<file path="src/rtl/fetch_stage_if.sv">
// Fetch-stage bus bundle: PC inputs, redirect/hazard controls, imem request and IF/ID latch outputs.
interface fetch_stage_if;
    logic [31:0] PC;
    logic [31:0] npc;
    logic        ihit;
    logic [31:0] iload;
    logic        brtaken;
    logic [31:0] brtarget;
    logic        jump;
    logic [31:0] jtarget;
    logic        stall;
    logic        iREN;
    logic [31:0] iaddr;
    logic        pcEN;
    logic [31:0] newpc;
    logic [31:0] ifid_instr;
    logic [31:0] ifid_npc;
    logic        ifid_valid;

    modport slave (
        input  PC, npc, ihit, iload, brtaken, brtarget, jump, jtarget, stall,
        output iREN, iaddr, pcEN, newpc, ifid_instr, ifid_npc, ifid_valid
    );

    modport master (
        output PC, npc, ihit, iload, brtaken, brtarget, jump, jtarget, stall,
        input  iREN, iaddr, pcEN, newpc, ifid_instr, ifid_npc, ifid_valid
    );
endinterface

</file>
<file path="src/rtl/fetch_stage.sv">
// Instruction fetch stage: imem request, redirect tracking and IF/ID latch.
// Optional performance counters enabled by macro FETCH_STAGE_CNT_EN.
//
// state | meaning
// FETCH | read request outstanding, waiting for ihit
// HOLD  | fetched word buffered while IF/ID is stalled, no request
module fetch_stage #(
    parameter int CNT_W = 32
) (
    input  logic             CLK,
    input  logic             RST,
    fetch_stage_if.slave     fif
`ifdef FETCH_STAGE_CNT_EN
    ,
    output logic [CNT_W-1:0] fetch_cnt,
    output logic [CNT_W-1:0] stall_cnt
`endif
);
    localparam logic [0:0] FETCH = 1'b0;
    localparam logic [0:0] HOLD  = 1'b1;

    logic [0:0]  state, nxt_state;
    logic        pend, nxt_pend;
    logic [31:0] pend_target, nxt_pend_target;
    logic [31:0] hold_instr, hold_npc;
    logic [31:0] instr_q, npc_q;
    logic        valid_q;

    logic        redir;
    logic [31:0] redir_tgt;
    logic        pc_en;
    logic [31:0] new_pc;
    logic        ld_word, ld_held, ld_bubble, ld_hold;

    always_comb begin
        redir           = fif.brtaken | fif.jump;
        redir_tgt       = fif.brtaken ? fif.brtarget : fif.jtarget;
        pc_en           = 1'b0;
        new_pc          = fif.npc;
        nxt_state       = state;
        nxt_pend        = pend;
        nxt_pend_target = pend_target;
        ld_word         = 1'b0;
        ld_held         = 1'b0;
        ld_bubble       = 1'b0;
        ld_hold         = 1'b0;
        case (state)
            FETCH: begin
                if (!fif.ihit) begin
                    if (redir) begin
                        nxt_pend        = 1'b1;
                        nxt_pend_target = redir_tgt;
                    end
                end else if (redir || pend) begin
                    // the returning word belongs to the wrong path
                    pc_en     = 1'b1;
                    new_pc    = redir ? redir_tgt : pend_target;
                    nxt_pend  = 1'b0;
                    ld_bubble = ~fif.stall;
                end else if (!fif.stall) begin
                    pc_en   = 1'b1;
                    ld_word = 1'b1;
                end else begin
                    ld_hold   = 1'b1;
                    nxt_state = HOLD;
                end
            end
            default: begin
                if (redir) begin
                    pc_en     = 1'b1;
                    new_pc    = redir_tgt;
                    ld_bubble = ~fif.stall;
                    nxt_state = FETCH;
                end else if (!fif.stall) begin
                    pc_en     = 1'b1;
                    new_pc    = hold_npc;
                    ld_held   = 1'b1;
                    nxt_state = FETCH;
                end
            end
        endcase
    end

    always_ff @(posedge CLK or posedge RST) begin
        if (RST) begin
            state       <= FETCH;
            pend        <= 1'b0;
            pend_target <= '0;
            hold_instr  <= '0;
            hold_npc    <= '0;
            instr_q     <= '0;
            npc_q       <= '0;
            valid_q     <= 1'b0;
        end else begin
            state       <= nxt_state;
            pend        <= nxt_pend;
            pend_target <= nxt_pend_target;
            if (ld_hold) begin
                hold_instr <= fif.iload;
                hold_npc   <= fif.npc;
            end
            if (ld_word) begin
                instr_q <= fif.iload;
                npc_q   <= fif.npc;
                valid_q <= 1'b1;
            end else if (ld_held) begin
                instr_q <= hold_instr;
                npc_q   <= hold_npc;
                valid_q <= 1'b1;
            end else if (ld_bubble) begin
                valid_q <= 1'b0;
            end
        end
    end

`ifdef FETCH_STAGE_CNT_EN
    always_ff @(posedge CLK or posedge RST) begin
        if (RST) begin
            fetch_cnt <= '0;
            stall_cnt <= '0;
        end else begin
            if (ld_word || ld_held)
                fetch_cnt <= fetch_cnt + 1'b1;
            if (state == HOLD || !fif.ihit)
                stall_cnt <= stall_cnt + 1'b1;
        end
    end
`endif

    // outputs are gated while reset is held so nothing leaks to the PC or imem
    assign fif.iREN       = (state == FETCH) & ~RST;
    assign fif.iaddr      = fif.PC;
    assign fif.pcEN       = pc_en & ~RST;
    assign fif.newpc      = fif.pcEN ? new_pc : fif.npc;
    assign fif.ifid_instr = instr_q;
    assign fif.ifid_npc   = npc_q;
    assign fif.ifid_valid = valid_q;
endmodule

</file>
<file path="src/flat_wrapper.sv">
// flat-port wrapper written by rule: the top's interface ports become plain ports
module fetch_stage_flat 
#(
    parameter int CNT_W = 32
)
  (CLK, RST, fif_PC, fif_npc, fif_ihit, fif_iload, fif_brtaken, fif_brtarget, fif_jump, fif_jtarget, fif_stall, fif_iREN, fif_iaddr, fif_pcEN, fif_newpc, fif_ifid_instr, fif_ifid_npc, fif_ifid_valid);
  fetch_stage_if fif_i ();
  input  logic CLK;
  input  logic RST;
  input wire logic [$bits(fif_i.PC)-1:0] fif_PC;
  input wire logic [$bits(fif_i.npc)-1:0] fif_npc;
  input wire logic [$bits(fif_i.ihit)-1:0] fif_ihit;
  input wire logic [$bits(fif_i.iload)-1:0] fif_iload;
  input wire logic [$bits(fif_i.brtaken)-1:0] fif_brtaken;
  input wire logic [$bits(fif_i.brtarget)-1:0] fif_brtarget;
  input wire logic [$bits(fif_i.jump)-1:0] fif_jump;
  input wire logic [$bits(fif_i.jtarget)-1:0] fif_jtarget;
  input wire logic [$bits(fif_i.stall)-1:0] fif_stall;
  output wire logic [$bits(fif_i.iREN)-1:0] fif_iREN;
  output wire logic [$bits(fif_i.iaddr)-1:0] fif_iaddr;
  output wire logic [$bits(fif_i.pcEN)-1:0] fif_pcEN;
  output wire logic [$bits(fif_i.newpc)-1:0] fif_newpc;
  output wire logic [$bits(fif_i.ifid_instr)-1:0] fif_ifid_instr;
  output wire logic [$bits(fif_i.ifid_npc)-1:0] fif_ifid_npc;
  output wire logic [$bits(fif_i.ifid_valid)-1:0] fif_ifid_valid;
  assign fif_i.PC = fif_PC;
  assign fif_i.npc = fif_npc;
  assign fif_i.ihit = fif_ihit;
  assign fif_i.iload = fif_iload;
  assign fif_i.brtaken = fif_brtaken;
  assign fif_i.brtarget = fif_brtarget;
  assign fif_i.jump = fif_jump;
  assign fif_i.jtarget = fif_jtarget;
  assign fif_i.stall = fif_stall;
  assign fif_iREN = fif_i.iREN;
  assign fif_iaddr = fif_i.iaddr;
  assign fif_pcEN = fif_i.pcEN;
  assign fif_newpc = fif_i.newpc;
  assign fif_ifid_instr = fif_i.ifid_instr;
  assign fif_ifid_npc = fif_i.ifid_npc;
  assign fif_ifid_valid = fif_i.ifid_valid;
  fetch_stage #(.CNT_W(CNT_W)) u_core (.CLK(CLK), .RST(RST), .fif(fif_i));
endmodule
</file>
<file path="config.mk">
export PLATFORM = sky130hd
export DESIGN_NAME = fetch_stage_flat
export DESIGN_NICKNAME = d
export VERILOG_FILES = /design/src/rtl/fetch_stage_if.sv /design/src/rtl/fetch_stage.sv /design/src/flat_wrapper.sv
export SDC_FILE = /design/constraint.sdc
export NUM_CORES = 1
export LEC_CHECK = 0
export ABC_AREA = 0
export CAP_MARGIN = 25
export CELL_PAD_IN_SITES_DETAIL_PLACEMENT = 0
export CELL_PAD_IN_SITES_GLOBAL_PLACEMENT = 2
export CORE_MARGIN = 4
export CORE_UTILIZATION = 27
export CTS_CLUSTER_DIAMETER = 80
export DETAILED_ROUTE_END_ITERATION = 8
export GPL_TIMING_DRIVEN = 0
export PLACE_DENSITY_LB_ADDON = 0.1
export REMOVE_ABC_BUFFERS = 1
export SYNTH_ARGS = -nofsm -noshare
export SYNTH_HDL_FRONTEND = slang
export SYNTH_SLANG_ARGS = --single-unit
</file>
<file path="constraint.sdc">
create_clock -name CLK -period 7.5 [get_ports CLK]
set_clock_uncertainty 0.1 [all_clocks]
set_input_delay 1.5 -clock CLK [delete_from_list [all_inputs] [get_ports CLK]]
set_output_delay 1.5 -clock CLK [all_outputs]
set_load 0.01 [all_outputs]
</file>
==> flow_summary_export.csv <==
group,metric,value,unit
status,status,"complete, no violations",
clock_network,cts.repair.resized,0,
timing,tns,0,ns
clock_network,h-tree-depth,4,
clock_network,cts_buffers,17,
synth,yosysWarnings,0,
synth,synth-main-ff-cell,"dfrtp_1",
final_layout,fillers,3260,
synth,netlist-cell-type-count,29,
clock_network,insertion_delay,0.42,ns
worst_setup_path,cp-start-kind,"input port",
clock_network,cts_tree,"done",
detailed_routing,routedWlPerCell,21.0,um
worst_setup_path,cp_top_family,"buffers and inverters",
global_routing,track_usage,17.4,%
synth,yosysSeqAreaShare,46.6,%
synth,async_reset_ff_share,100,%
final_layout,final_nets,1228,
final_layout,synthToLayoutAreaGrowth,36.5,%
power_and_ir_drop,leakagePower,4.78,nW
power_and_ir_drop,peakVddDrop,0.000106,V
timing,hold_viol,0,
detailed_routing,viasPerCell,5.04,
flow_run,maxCapViolCount,0,
power_and_ir_drop,powerDensity,242,mW/mm^2
timing,rsz0062_at_grt,"no",
detailed_routing,drt_iter0_markers,322,
global_routing,grt_max_degree,91,
worst_setup_path,arrival,4.44,ns
clock_network,clockBufferDepth,2,
global_routing,grt_pass1_vias,7632,
synth,syn_area_per_cell,9.67,sq um
detailed_routing,drtAntennaViolNets,0,
clock_network,cts.clk_slew.worst_paths,0.06,ns
timing,max_freq,166,MHz
clock_network,cts_hold_buf,0,
floorplanning,rows,65,
timing,min_period_over_period,80.6,%
final_layout,final_cells,1479,
worst_setup_path,cpPeakStageDelay,0.58,ns
detailed_routing,wl,31100,um
global_routing,grt-ovfl-total,0,
place,dp_hpwl,19800,um
worst_setup_path,path_class,"input port to primary output",
timing,setup_viol,0,
floorplanning,die_w,188,um
timing,min_period,6.04,ns
floorplanning,core_area,0.0317,sq mm
synth,netlist_area,0.00875,sq mm
detailed_routing,drcViolationCount,0,
global_routing,grt_pass1_wl,47900,um
synth,synthCells,904,
timing,drv_slew,0,
detailed_routing,dr.pass1.iters,4,
hold_path,hp-class,"flip-flop to flip-flop",
floorplanning,die-area,0.0353,sq mm
synth,synth_edf_count,0,
synth,synth_seq_cells,163,
worst_setup_path,crit_path_end_kind,"primary output",
timing,slew_headroom,40.1,%
place,dp.cells,1445,
final_layout,layout_common_cells,"clkdlybuf4s50_1, dfrtp_1, o21ai_0, o22ai_1, a21oi_1",
floorplanning,die_h,188,um
floorplanning,start_util,27.6,%
worst_setup_path,slowest_stage,"clkdlybuf4s50_1",
detailed_routing,num_vias,7457,
worst_setup_path,path_common_cell,"buf_12",
worst_setup_path,cp_cell_sequence,"buf_2 -> buf_12 -> o311ai_4 -> buf_16 -> a21oi_4 -> buf_12 -> a2bb2oi_1 -> clkdlybuf4s50_1",
timing,worst_pin_slew,0.896,ns
floorplanning,pin_count,297,
worst_setup_path,worstPathRequired,5.90,ns
clock_network,clkSinkCount,163,
clock_network,cts_setup_buffers,0,
worst_setup_path,worstPathMaxFanout,36,
clock_network,clock-root-buffer,"clkbuf_16",
final_layout,drive_above_1_share,8.74,%
global_routing,antenna_found_initial,5,
place,gp_congestion,0.670,
final_layout,final_common_cell,"clkdlybuf4s50_1",
place,port_buffers,232,
worst_setup_path,path_buf_inv,5,
-- logic make-up after synthesis --
group                  share of synthesized area (%)
AO/OA/AOI/OAI                                   21.3
AND/OR/NAND/NOR                                 11.2
flip-flops                                      46.6
buffers and inverters                           8.11
multiplexers                                    12.7
-- tightest hold or removal path, delay by kind of cell, from the launching register on --
kind             cells  cell delay [ns]
and+or+nand+nor      2             0.10
DFF                  1             0.34
-- final cells by class --
type	instances	area [sq um]	share of cell area, %
timing repair buffer	246	2640	22.1
multi-input combinational	601	4010	33.6
tap	402	503	4.21
inverter	33	131	1.10
antenna	2	5.00	0.0419
sequential	163	4080	34.2
clock buffer	22	464	3.89
clock inverter	10	101	0.849
-- registers in the layout, summed over array words and instances (netlist names) --
name / flops
u_core.hold_npc: 32
u_core.pend: 1
u_core.fif.ifid_instr: 32
u_core.pend_target: 32
u_core.fif.ifid_npc: 32
u_core.hold_instr: 32
u_core.fif.ifid_valid: 1
u_core.state: 1
-- power by group --
group          total [mW]  switching [mW]  internal (mW)
sequential           1.22           0.120           1.10
clock               0.860           0.381          0.478
combinational       0.816           0.361          0.455
total                2.89           0.863           2.03
-- metrics by stage --
step,hold WS [ns],util (%),power (mW),area [sq um],worst slack [ns]
floorplan,0.337,-,1.59,8160,0.853
global placement,0.354,34.6,2.05,11000,-10.35
detailed placement,0.364,35.8,2.06,11400,1.37
CTS,0.380,37.6,2.95,11900,1.36
global route,0.397,37.6,3.09,11900,1.24
finish,0.371,37.6,2.89,11900,1.46
-- synthesized netlist by cell type, types with 29 or more instances --
master / number / area [sq um]
dfrtp_1: 163 / 4080
o21ai_0: 97 / 485
o22ai_1: 93 / 582
a21oi_1: 90 / 450
nand2_1: 72 / 270
mux2_1: 60 / 676
clkbuf_1: 52 / 195
mux2_2: 36 / 405
buf_4: 33 / 248
inv_1: 33 / 124
nand2b_1: 33 / 206
a2bb2oi_1: 32 / 280
nand3b_1: 29 / 218
nor2b_1: 29 / 181
-- final timing paths --
| check | start | endpoint | slack (ns) | depth (start not counted) |
|---|---|---|---|---|
| max | fif_brtaken | fif_newpc[8] | 1.46 | 8 |
| min | u_core.pend_target[30] | u_core.pend_target[30] | 0.37 | 2 |
| max reg2reg | u_core.state | u_core.hold_npc[29] | 4.46 | 6 |
| min reg2reg | u_core.pend_target[30] | u_core.pend_target[30] | 0.37 | 2 |
| max in group asynchronous | RST | u_core.pend_target[14] | 4.76 | 3 |
| min in group asynchronous | RST | u_core.pend_target[30] | 1.64 | 2 |
-- metal layers --
metal,up-vias,global-route usage (%),routed length (um)
li1,3555,-,-
met1,3621,23.8,14500
met2,254,25.9,13400
met3,17,7.84,3030
met4,10,2.68,166
met5,-,0.275,70
(Power assumes the default switching activity.)
==> edit: new RTL, same settings <==
`HOLD`: 1'b1 -> 1'b0.
--- a/src/rtl/fetch_stage.sv
+++ b/src/rtl/fetch_stage.sv
@@ -17,7 +17,7 @@
 `endif
 );
     localparam logic [0:0] FETCH = 1'b0;
-    localparam logic [0:0] HOLD  = 1'b1;
+    localparam logic [0:0] HOLD  = 1'b0;
 
     logic [0:0]  state, nxt_state;
     logic        pend, nxt_pend;
Formal check against the unedited RTL: not equivalent (Yosys sat finds a counterexample within 4 cycles, from zero or initial values and one cycle with RST high).
==> edit against the original RTL <==
Final cell count increased by 7.1%. Combinational power shrank 6.6%. Routed wire length increased by 2.2%. Sequential power is 3% lower. Hold slack improved by 0.019 ns. Sequential share of layout area is 1.1 points lower. Die area up 4.7%. Count of clock-buffer cells in the layout down 1. Critical path depth unchanged. Power shrank 2.2%. Area after synthesis rose by 4.9%. Cell area rose by 3.3%. Sequential cell count unchanged. Critical endpoint is now fif_newpc[1]. Setup slack better by 0.16 ns.
==> edit: results (changes against the original RTL) <==
<table>
<tr><th>Metric</th><th>Value</th></tr>
<tr><th colspan="2">Status</th></tr>
<tr><td>Result of the run</td><td>finished, final reports clean</td></tr>
<tr><th colspan="2">Cells and area</th></tr>
<tr><td>Total number of nets in the final design</td><td>1288 (+4.9%)</td></tr>
<tr><td>Number of filler cells placed in the layout</td><td>3481 (+6.8%)</td></tr>
<tr><td>Total area of multi-input combinational cells</td><td>4340 µm² (+8.2%)</td></tr>
<tr><th colspan="2">GRT</th></tr>
<tr><td>Largest net degree at the start of global routing</td><td>102 (+12%)</td></tr>
<tr><td>Via count of the first global-routing pass</td><td>7936 (+4.0%)</td></tr>
<tr><td>Met1 track utilization from global routing</td><td>23.0% (-0.78 points)</td></tr>
<tr><td>Number of antenna violations at the first check in global routing</td><td>1 (-4)</td></tr>
<tr><td>Met3 Track Usage GR</td><td>6.58% (-1.3 points)</td></tr>
<tr><td>Wire length of the first global-routing pass</td><td>48.2 mm (+0.72%)</td></tr>
<tr><td>GR met2 Demand/Resource</td><td>26.4% (+0.51 points)</td></tr>
<tr><td>Total global-route track usage</td><td>17.0% (-0.36 points)</td></tr>
<tr><th colspan="2">Power and ir drop</th></tr>
<tr><td>Internal Pwr Total</td><td>2.01 mW (-0.92%)</td></tr>
<tr><td>Net Switching</td><td>0.819 mW (-5.1%)</td></tr>
<tr><td>Maximum ir drop on the vdd rail</td><td>0.115 mV (+8.0%)</td></tr>
<tr><td>Fraction of power consumed by sequential logic</td><td>41.7% (-0.4 points)</td></tr>
<tr><th colspan="2">Placement</th></tr>
<tr><td>Post-Place Worst Slack</td><td>1.53 ns (+0.159 ns)</td></tr>
<tr><th colspan="2">Setup path</th></tr>
<tr><td>Worst-path cell with the longest stage delay</td><td>sky130_fd_sc_hd__a221oi_4</td></tr>
<tr><td>Data arrival, critical path</td><td>4.28 ns (-0.16 ns)</td></tr>
<tr><th colspan="2">Route</th></tr>
<tr><td>Routed wirelength normalized by instance count</td><td>20.1 µm (-4.5%)</td></tr>
<tr><td>Number of vias in the routed layout</td><td>7586 (+1.7%)</td></tr>
<tr><td>Starting DRC count in detailed routing</td><td>352 (+9.3%)</td></tr>
<tr><th colspan="2">Yosys</th></tr>
<tr><td>Sequential fraction of the synthesis area</td><td>44.5% (-2.2 points)</td></tr>
<tr><td>Cell count after synthesis</td><td>964 (+6.6%)</td></tr>
<tr><th colspan="2">Timing</th></tr>
<tr><td>Transition time of the tightest slew-check pin</td><td>0.880 ns (-0.0156 ns)</td></tr>
</table>
==> edit: cell types whose count changed after synthesis, moves of 32 or more <==
cell                        delta
sky130_fd_sc_hd__a21oi_1     +118
sky130_fd_sc_hd__a2bb2oi_1    -32
sky130_fd_sc_hd__mux2_1       -43
sky130_fd_sc_hd__mux2_2       +43
sky130_fd_sc_hd__mux2i_1      +40
sky130_fd_sc_hd__nand2_1      -63
sky130_fd_sc_hd__nor2_1       +93
sky130_fd_sc_hd__o21ai_0      -87
sky130_fd_sc_hd__o22ai_1      -62
==> edit: cell type report <==
cell class                 instances  area share, %
multi-input combinational        664           35.2
sequential                       163           33.1
timing repair buffer             246           21.4
tap                              448           4.55
clock buffer                      21           3.65
clock inverter                    11           1.06
inverter                          30          0.974
antenna                            1         0.0203
==> edit: how the worst min path moves through the flow <==
stage,from,to,cells past startpoint
after floorplan,u_core.hold_instr[13]$_DFFE_PP0P_,u_core.hold_instr[13]$_DFFE_PP0P_,1
after global routing,u_core.hold_instr[30]$_DFFE_PP0P_,u_core.hold_instr[30]$_DFFE_PP0P_,1
after detailed placement,u_core.hold_npc[6]$_DFFE_PP0P_,u_core.hold_npc[6]$_DFFE_PP0P_,1
after global placement,u_core.hold_npc[8]$_DFFE_PP0P_,u_core.hold_npc[8]$_DFFE_PP0P_,1
after CTS,u_core.hold_npc[4]$_DFFE_PP0P_,u_core.hold_npc[4]$_DFFE_PP0P_,1
final,u_core.hold_npc[6]$_DFFE_PP0P_,u_core.hold_npc[6]$_DFFE_PP0P_,1
==> edit: cell families after synthesis <==
group,count (synthesis),share of synthesized area (%)
buffers and inverters,137,8.70
muxes,139,16.5
and+or+nand+nor,242,13.8
DFF,163,44.5
AOI/OAI and AO/OA,283,16.5
